[src/rtl/nes_pad_reader.sv]
// NES serial pad reader: drives latch/pulse, shifts in eight active-low buttons,
// and publishes a registered snapshot with one-cycle pressed/released masks.
module nes_pad_reader #(
    parameter int HALF_BIT = 150
) (
    input  logic       clk25,
    input  logic       reset,
    input  logic       poll_req,
    input  logic       nes_data,
    output logic       nes_latch,
    output logic       nes_pulse,
    output logic [7:0] buttons,
    output logic [7:0] pressed,
    output logic [7:0] released,
    output logic       valid,
    output logic       busy
);

    localparam int CW = $clog2(2 * HALF_BIT) + 1;

    typedef enum logic [1:0] {
        S_IDLE,
        S_LATCH,
        S_WAIT_LO,
        S_PULSE_HI
    } state_t;

    state_t        r_state;
    state_t        w_next;
    logic [CW-1:0] r_cnt;
    logic [2:0]    r_idx;
    logic [6:0]    r_shift;
    logic          r_latch;
    logic          r_pulse;
    logic          r_busy;
    logic          r_valid;
    logic [7:0]    r_buttons;
    logic [7:0]    r_pressed;
    logic [7:0]    r_released;

    logic          w_last_latch;
    logic          w_last_half;
    logic          w_publish;
    logic [7:0]    w_new;

    always_comb begin
        w_last_latch = (r_cnt == CW'(2 * HALF_BIT - 1));
        w_last_half  = (r_cnt == CW'(HALF_BIT - 1));
        w_publish    = (r_state == S_WAIT_LO) && w_last_half && (r_idx == 3'd7);
        // Final bit bypasses the shift register so publish happens on the sample edge.
        w_new        = {~nes_data, r_shift};
        w_next       = r_state;
        unique case (r_state)
            S_IDLE: begin
                if (poll_req) w_next = S_LATCH;
            end
            S_LATCH: begin
                if (w_last_latch) w_next = S_WAIT_LO;
            end
            S_WAIT_LO: begin
                if (w_last_half) begin
                    w_next = (r_idx == 3'd7) ? S_IDLE : S_PULSE_HI;
                end
            end
            S_PULSE_HI: begin
                if (w_last_half) w_next = S_WAIT_LO;
            end
        endcase
    end

    always_ff @(posedge clk25 or negedge reset) begin
        if (!reset) begin
            r_state <= S_IDLE;
            r_cnt   <= '0;
            r_idx   <= 3'd0;
            r_shift <= 7'd0;
        end else begin
            r_state <= w_next;
            if (w_next != r_state || r_state == S_IDLE) r_cnt <= '0;
            else r_cnt <= r_cnt + CW'(1);
            if (r_state == S_LATCH && w_last_latch) r_idx <= 3'd0;
            if (r_state == S_PULSE_HI && w_last_half) r_idx <= r_idx + 3'd1;
            if (r_state == S_WAIT_LO && w_last_half && r_idx != 3'd7) begin
                r_shift[r_idx] <= ~nes_data;
            end
        end
    end

    // Pad-facing strobes are registered from the next state so they track it exactly.
    always_ff @(posedge clk25 or negedge reset) begin
        if (!reset) begin
            r_latch    <= 1'b0;
            r_pulse    <= 1'b0;
            r_busy     <= 1'b0;
            r_valid    <= 1'b0;
            r_buttons  <= 8'd0;
            r_pressed  <= 8'd0;
            r_released <= 8'd0;
        end else begin
            r_latch    <= (w_next == S_LATCH);
            r_pulse    <= (w_next == S_PULSE_HI);
            r_busy     <= (w_next != S_IDLE);
            r_valid    <= w_publish;
            r_pressed  <= w_publish ? (w_new & ~r_buttons) : 8'd0;
            r_released <= w_publish ? (~w_new & r_buttons) : 8'd0;
            if (w_publish) r_buttons <= w_new;
        end
    end

    assign nes_latch = r_latch;
    assign nes_pulse = r_pulse;
    assign busy      = r_busy;
    assign valid     = r_valid;
    assign buttons   = r_buttons;
    assign pressed   = r_pressed;
    assign released  = r_released;

endmodule

[config.mk]
export PLATFORM = sky130hd
export DESIGN_NAME = nes_pad_reader
export DESIGN_NICKNAME = d
export VERILOG_FILES = /design/src/rtl/nes_pad_reader.sv
export SDC_FILE = /design/constraint.sdc
export NUM_CORES = 1
export LEC_CHECK = 0
export ABC_CLOCK_PERIOD_IN_PS = 1600
export CORE_MARGIN = 8
export CORE_UTILIZATION = 50
export CTS_CLUSTER_SIZE = 12
export DETAILED_ROUTE_END_ITERATION = 8
export DONT_BUFFER_PORTS = 1
export PLACE_DENSITY = 0.74
export SLEW_MARGIN = 0
export SYNTH_ARGS = -nofsm -noshare
export SYNTH_HDL_FRONTEND = slang
export SYNTH_SLANG_ARGS = --single-unit
[constraint.sdc]
create_clock -name clk25 -period 1.6 [get_ports clk25]
set_input_delay 0.16 -clock clk25 [delete_from_list [all_inputs] [get_ports clk25]]
set_output_delay 0.16 -clock clk25 [all_outputs]
set_load 0.005 [all_outputs]
# Word-level counts from Yosys, hierarchy flattened
# Cells that the tools add are included.
# W data, S select, Z words.
classes:
  add_sub_neg: 2
  order_cmp: 2
  eq_ne: 10
  mux: 14
  n_bitwise: 5
  n_reduce_logical: 10
ops:
  columns: ["op", "n"]
  rows:
  - ["$and A8 B8 Y8", 2]
  - ["$mux W8", 2]
  - ["$not A8 Y8", 2]
  - ["$add A10 B1 Y10 const B", 1]
  - ["$eq A10 B8 Y1 const B", 1]
  - ["$eq A10 B9 Y1 const B", 1]
  - ["$mux W10", 1]
  - ["$mux W2", 5]
  - ["$pmux W2 S4", 1]
  - ["$bwmux W7", 1]
  - ["$eq A2 B2 Y1 const B", 3]
  - ["$logic_and A1 B1 Y1", 6]
  - ["$mux W3", 2]
  - ["$eq A2 B1 Y1 const B", 2]
  - ["$lt A3 B4 Y1 const B", 1]
  - ["$reduce_bool A2 Y1", 2]
  - ["$add A3 B1 Y3 const B", 1]
  - ["$demux W1 S3", 1]
  - ["$eq A3 B3 Y1 const B", 1]
  - ["$ge A3 B1 Y1 const B", 1]
  - ["$ne A3 B3 Y1 const B", 1]
  - ["$logic_not A2 Y1", 1]
  - ["$ne A2 B2 Y1", 1]
  - ["$logic_or A1 B1 Y1", 1]
  - ["2 further kinds", 2]
word_totals:
  ff_bits: 50
  inputBits: 4
  out_inout_bits: 28
  wordCells: 54

# Depth between registers and ports, before layout
logic_depth:
  word_depth: 7
  ltp_mapped: 7
  mapped_depth_nobuf: 6

# Worst setup path after synthesis
# No wires, ideal clock.
synth_timing:
  path_type: "flip-flop to flip-flop"
  from: "reg r_idx[1]"
  to: "reg r_released[0], in the netlist released[0]"
  setup_time_ps: 120
  t_arrival_ps: 1532
  t_required_ps: 1480
  path_slack_ps: -51
  stages_incl_launch_ff: 7
  path_buffers: 0
  synth_period_minus_slack_ps: 1651
  cell_sequence: "dfrtp_1 > ha_1 > ha_1 > and3b_1 > nand4_1 > clkinv_1 > and3_1"
synth_between:
  elab_chain_len: 3
synth_lines:
  columns: ["item", "line", "source"]
  rows:
  - ["start: declaration", "31", "logic [2:0] r_idx;"]
  - ["start signal: assignment", "82", "if (r_state == S_PULSE_HI && w_last_half) r_idx <= r_idx + 3'd1;"]
  - ["$eq A3 B3 Y1", "49", "w_publish = (r_state == S_WAIT_LO) && w_last_half && (r_idx == 3'd7);"]
  - ["$logic_and A1 B1 Y1", "49", null]
  - ["via w_publish", "43", "logic w_publish;"]
  - ["$mux W8", "105", "r_released <= w_publish ? (~w_new & r_buttons) : 8'd0;"]
  - ["end signal: assignment", "105", null]
  - ["end: declaration", "39", "logic [7:0] r_released;"]
# The timed path passes the listed nets, and every way through them passes these cells.
# A chain may end at the register's enable or synchronous reset.

# Worst setup path after layout
layout_timing:
  from: "reg r_idx[0]"
  to: "reg r_shift[6]"
layout_between:
  elab_chain_len: 5
  elab_cells_between_ends: 8
  classes_between: "2 x order compare; 1 x eq/ne; 3 x mux; 2 x reduce/logical"
layout_lines:
  columns: ["item", "line", "source"]
  rows:
  - ["$lt A3 B4 Y1 (not written as such) / $ge A3 B1 Y1 (equally long branches)", "84", "r_shift[r_idx] <= ~nes_data;"]
  - ["$logic_and A1 B1 Y1 (not written as such)", "84", null]
  - ["$mux W1 (not written as such)", "84", null]
  - ["$demux W1 S3", "84", null]
  - ["$bwmux W7", "84", null]
  - ["end signal: indexed assignment", "84", null]
  - ["end: declaration", "32", "logic [6:0] r_shift;"]
# Several ways; a longest one is shown, not always the timed one.

==> results.yml <==
status:
  outcome: "complete, but fails checks"
  failed_checks: "negative hold slack, negative setup slack"
place:
  gp_congestion: 0.8606
  place_worst_setup_slack_ns: -0.1586
  dp_hpwl_mm: 3.066
  port_buffers: 0
cts:
  clock-sinks: 50
  hold_buffers: 2
  clkTransAtPathRegs_ns: 0.09
  cts_tree: "built"
  cts_max_level: 2
  clk_latency_ns: 0.30
  numCtsBuffers: 5
  root_buffer: "clkbuf_8"
  clock_path_buffers: 2
synth:
  yosys-top-cells-area: "dfrtp_1, mux2i_1, nor3_1"
  ys_ff_latch: 50
  synth_edf_count: 0
  netlist.area_leader.share: 0.5882
  synth_cell_types: 36
  synth_area_sq_um: 2127
  syn_nets: 199
  synth-main-ff-cell: "dfrtp_1"
  syn-instance-count: 191
  ys.warnings.count: 0
  seq_area_frac_synth: 0.5882
  synth_area_leader_cell: "dfrtp_1"
  async_flop_share: 1.000
  synth_area_per_cell_sq_um: 11.14
critical_path:
  arrival_ns: 1.99
  path_max_fanout: 3
  start_kind: "flip-flop"
  end_kind: "flip-flop"
  crit_required_ns: 1.80
  critPathKind: "flip-flop to flip-flop"
timing:
  slew_headroom: 0.7670
  holdWs_ns: -0.08971
  setup_viol_count_final: 40
  drv_slew: 0
  postLayoutSetupSlackWorst_ns: -0.1817
  max_freq_mhz: 561.3
  fin_worst_skew_ns: 0.005748
  max_slew.worst_pin.slew_ns: 0.3495
  hold_viol: 9
  fin_crit_sh: 1.114
  rsz0062_at_grt: "true"
  fin_crit_ns: 1.782
global_routing:
  gr-total-overflow: 0
  antenna_found_initial: 0
  grt_pass1_wl_mm: 7.803
  grt_max_degree: 51
  grt_pass1_vias: 1561
  track_usage: 0.1532
power_and_ir_drop:
  p_leak_nw: 1.358
  p_total_mw: 2.189
  peakVddDrop_uv: 439.4
  power.density_nw_per_um2: 742.7
route:
  viasPerCell: 5.714
  vias: 1657
  wl_met1_mm: 2.117
  firstDrtPassIters: 4
  drc: 0
  top_layer: "met4"
  ant_nets: 0
  drt-initial-drc-count: 121
  avgRoutedWirePerCell_um: 18.34
  wl_met3_um: 249
  drt_wl_total_mm: 5.319
  route.met2.wl_mm: 2.887
floorplanning:
  die_y_um: 81.23
  die-area_sq_um: 6598
  core_area_sq_um: 4058
  floorplan.initialDensity: 0.5242
  io_pins: 32
  die_w_um: 81.23
  row_count: 23
cells_and_area:
  fillers: 258
  finalNetCount: 247
  layout_common_cells: "dfrtp_1, buf_4, nor2_1"
  area_delta_synth_final_pct: 38.53
  multiInputGateArea_sq_um: 1032
  drive_gt1_frac: 0.4083
  insertedDiodeCount: 0
  final_common_cell: "dfrtp_1"
  regArea_sq_um: 1251
run:
  drv_cap: 0
min_path:
  hold_path_class: "primary input to flip-flop"
## worst max-delay path, cell delays in order, from the launching register on
cell,delay [ns]
dfrtp_1,0.40
ha_2,0.21
ha_4,0.18
inv_4,0.06
nand3b_1,0.14
buf_4,0.19
nor4_4,0.24
mux2i_1,0.28
## state kept, by name (all words and copies together) (netlist names)
signal and cells:
busy 1, buttons 8, nes_latch 1, nes_pulse 1, pressed 8, r_cnt 10
r_idx 3, r_shift 7, r_state 2, released 8, valid 1
## logic make-up (layout without fill, tap and decap cells)
| group | count (synthesis) | count (layout) | share of synthesized area |
|---|---|---|---|
| compound gates | 19 | 20 | 0.06236 |
| flops | 50 | 50 | 0.5882 |
| xor+xnor | 8 | 8 | 0.03294 |
| simple gates | 84 | 85 | 0.2206 |
| fa+ha+maj | 4 | 4 | 0.02353 |
| buf+inv | 19 | 66 | 0.03941 |
| mux | 7 | 7 | 0.03294 |
## worst paths after layout
path                                        startpoint                      to  slack [ns]  cells past startpoint
worst max register to register    r_idx[0]$_DFFE_PN0P_  r_shift[6]$_DFFE_PN0P_       -0.18                      7
worst min-delay path                          nes_data    pressed[7]$_DFF_PN0_       -0.09                      1
min in group asynchronous                        reset          busy$_DFF_PN0_        0.37                      2
max in group asynchronous                        reset  buttons[5]$_DFFE_PN0P_        1.02                      2
worst max-delay path              r_idx[0]$_DFFE_PN0P_  r_shift[6]$_DFFE_PN0P_       -0.18                      7
worst min register to register  buttons[7]$_DFFE_PN0P_    pressed[7]$_DFF_PN0_        0.52                      1
## power breakdown
group          leakage [nW]  internal [mW]  switching [mW]
Clock                0.0591          0.477           0.416
Sequential            0.627           1.26               0
Combinational         0.672        0.00953          0.0242
Total                  1.36           1.75           0.440
## stage by stage
stage	TNS [ns]	instances	area, sq um	util
after floorplan	-0.01640	191	2135	-
after global placement	-1.230	261	2369	0.5837
after detailed placement	-2.184	261	2369	0.5837
after CTS	-1.025	280	2711	0.6682
after global routing	-5.199	290	2947	0.7262
final	-2.955	290	2947	0.7262
## cell usage after synthesis (2+ instances only)
cell	count
nand2b_1	2
clkbuf_1	3
nand2_1	15
and3b_1	2
buf_2	4
and3_1	9
and3_2	4
nor2_1	17
a31oi_1	2
nor3_1	13
inv_1	9
xnor2_1	3
nand4_1	4
a211o_1	3
dfrtp_1	50
nor4_1	4
xor2_1	5
ha_1	4
nor4b_1	2
nand3_1	5
o21ai_0	10
mux2i_1	7
## layout make-up
class	instances	area share
well taps	50	0.02123
repair buffers	47	0.1452
repair inverters	1	0.002972
inverters	10	0.01614
multi-input cells	124	0.3503
clock buffers	5	0.02335
clock inverters	3	0.01614
flip-flops and latches	50	0.4246
## timing repair
action,in CTS,in global routing
gates resized for setup,23,51
hold endpoints to repair,59,10
cloned,2,3
setup buffers,8,8
pin swaps,21,14
setup endpoints to repair,31,48
## per-layer routing
layer	vias to the layer above	GRT usage
li1	770	-
met2	50	0.2654
met5	-	0
met4	0	0.05893
met3	6	0.03863
met1	831	0.1779
Power figures use the tool's default switching activity.
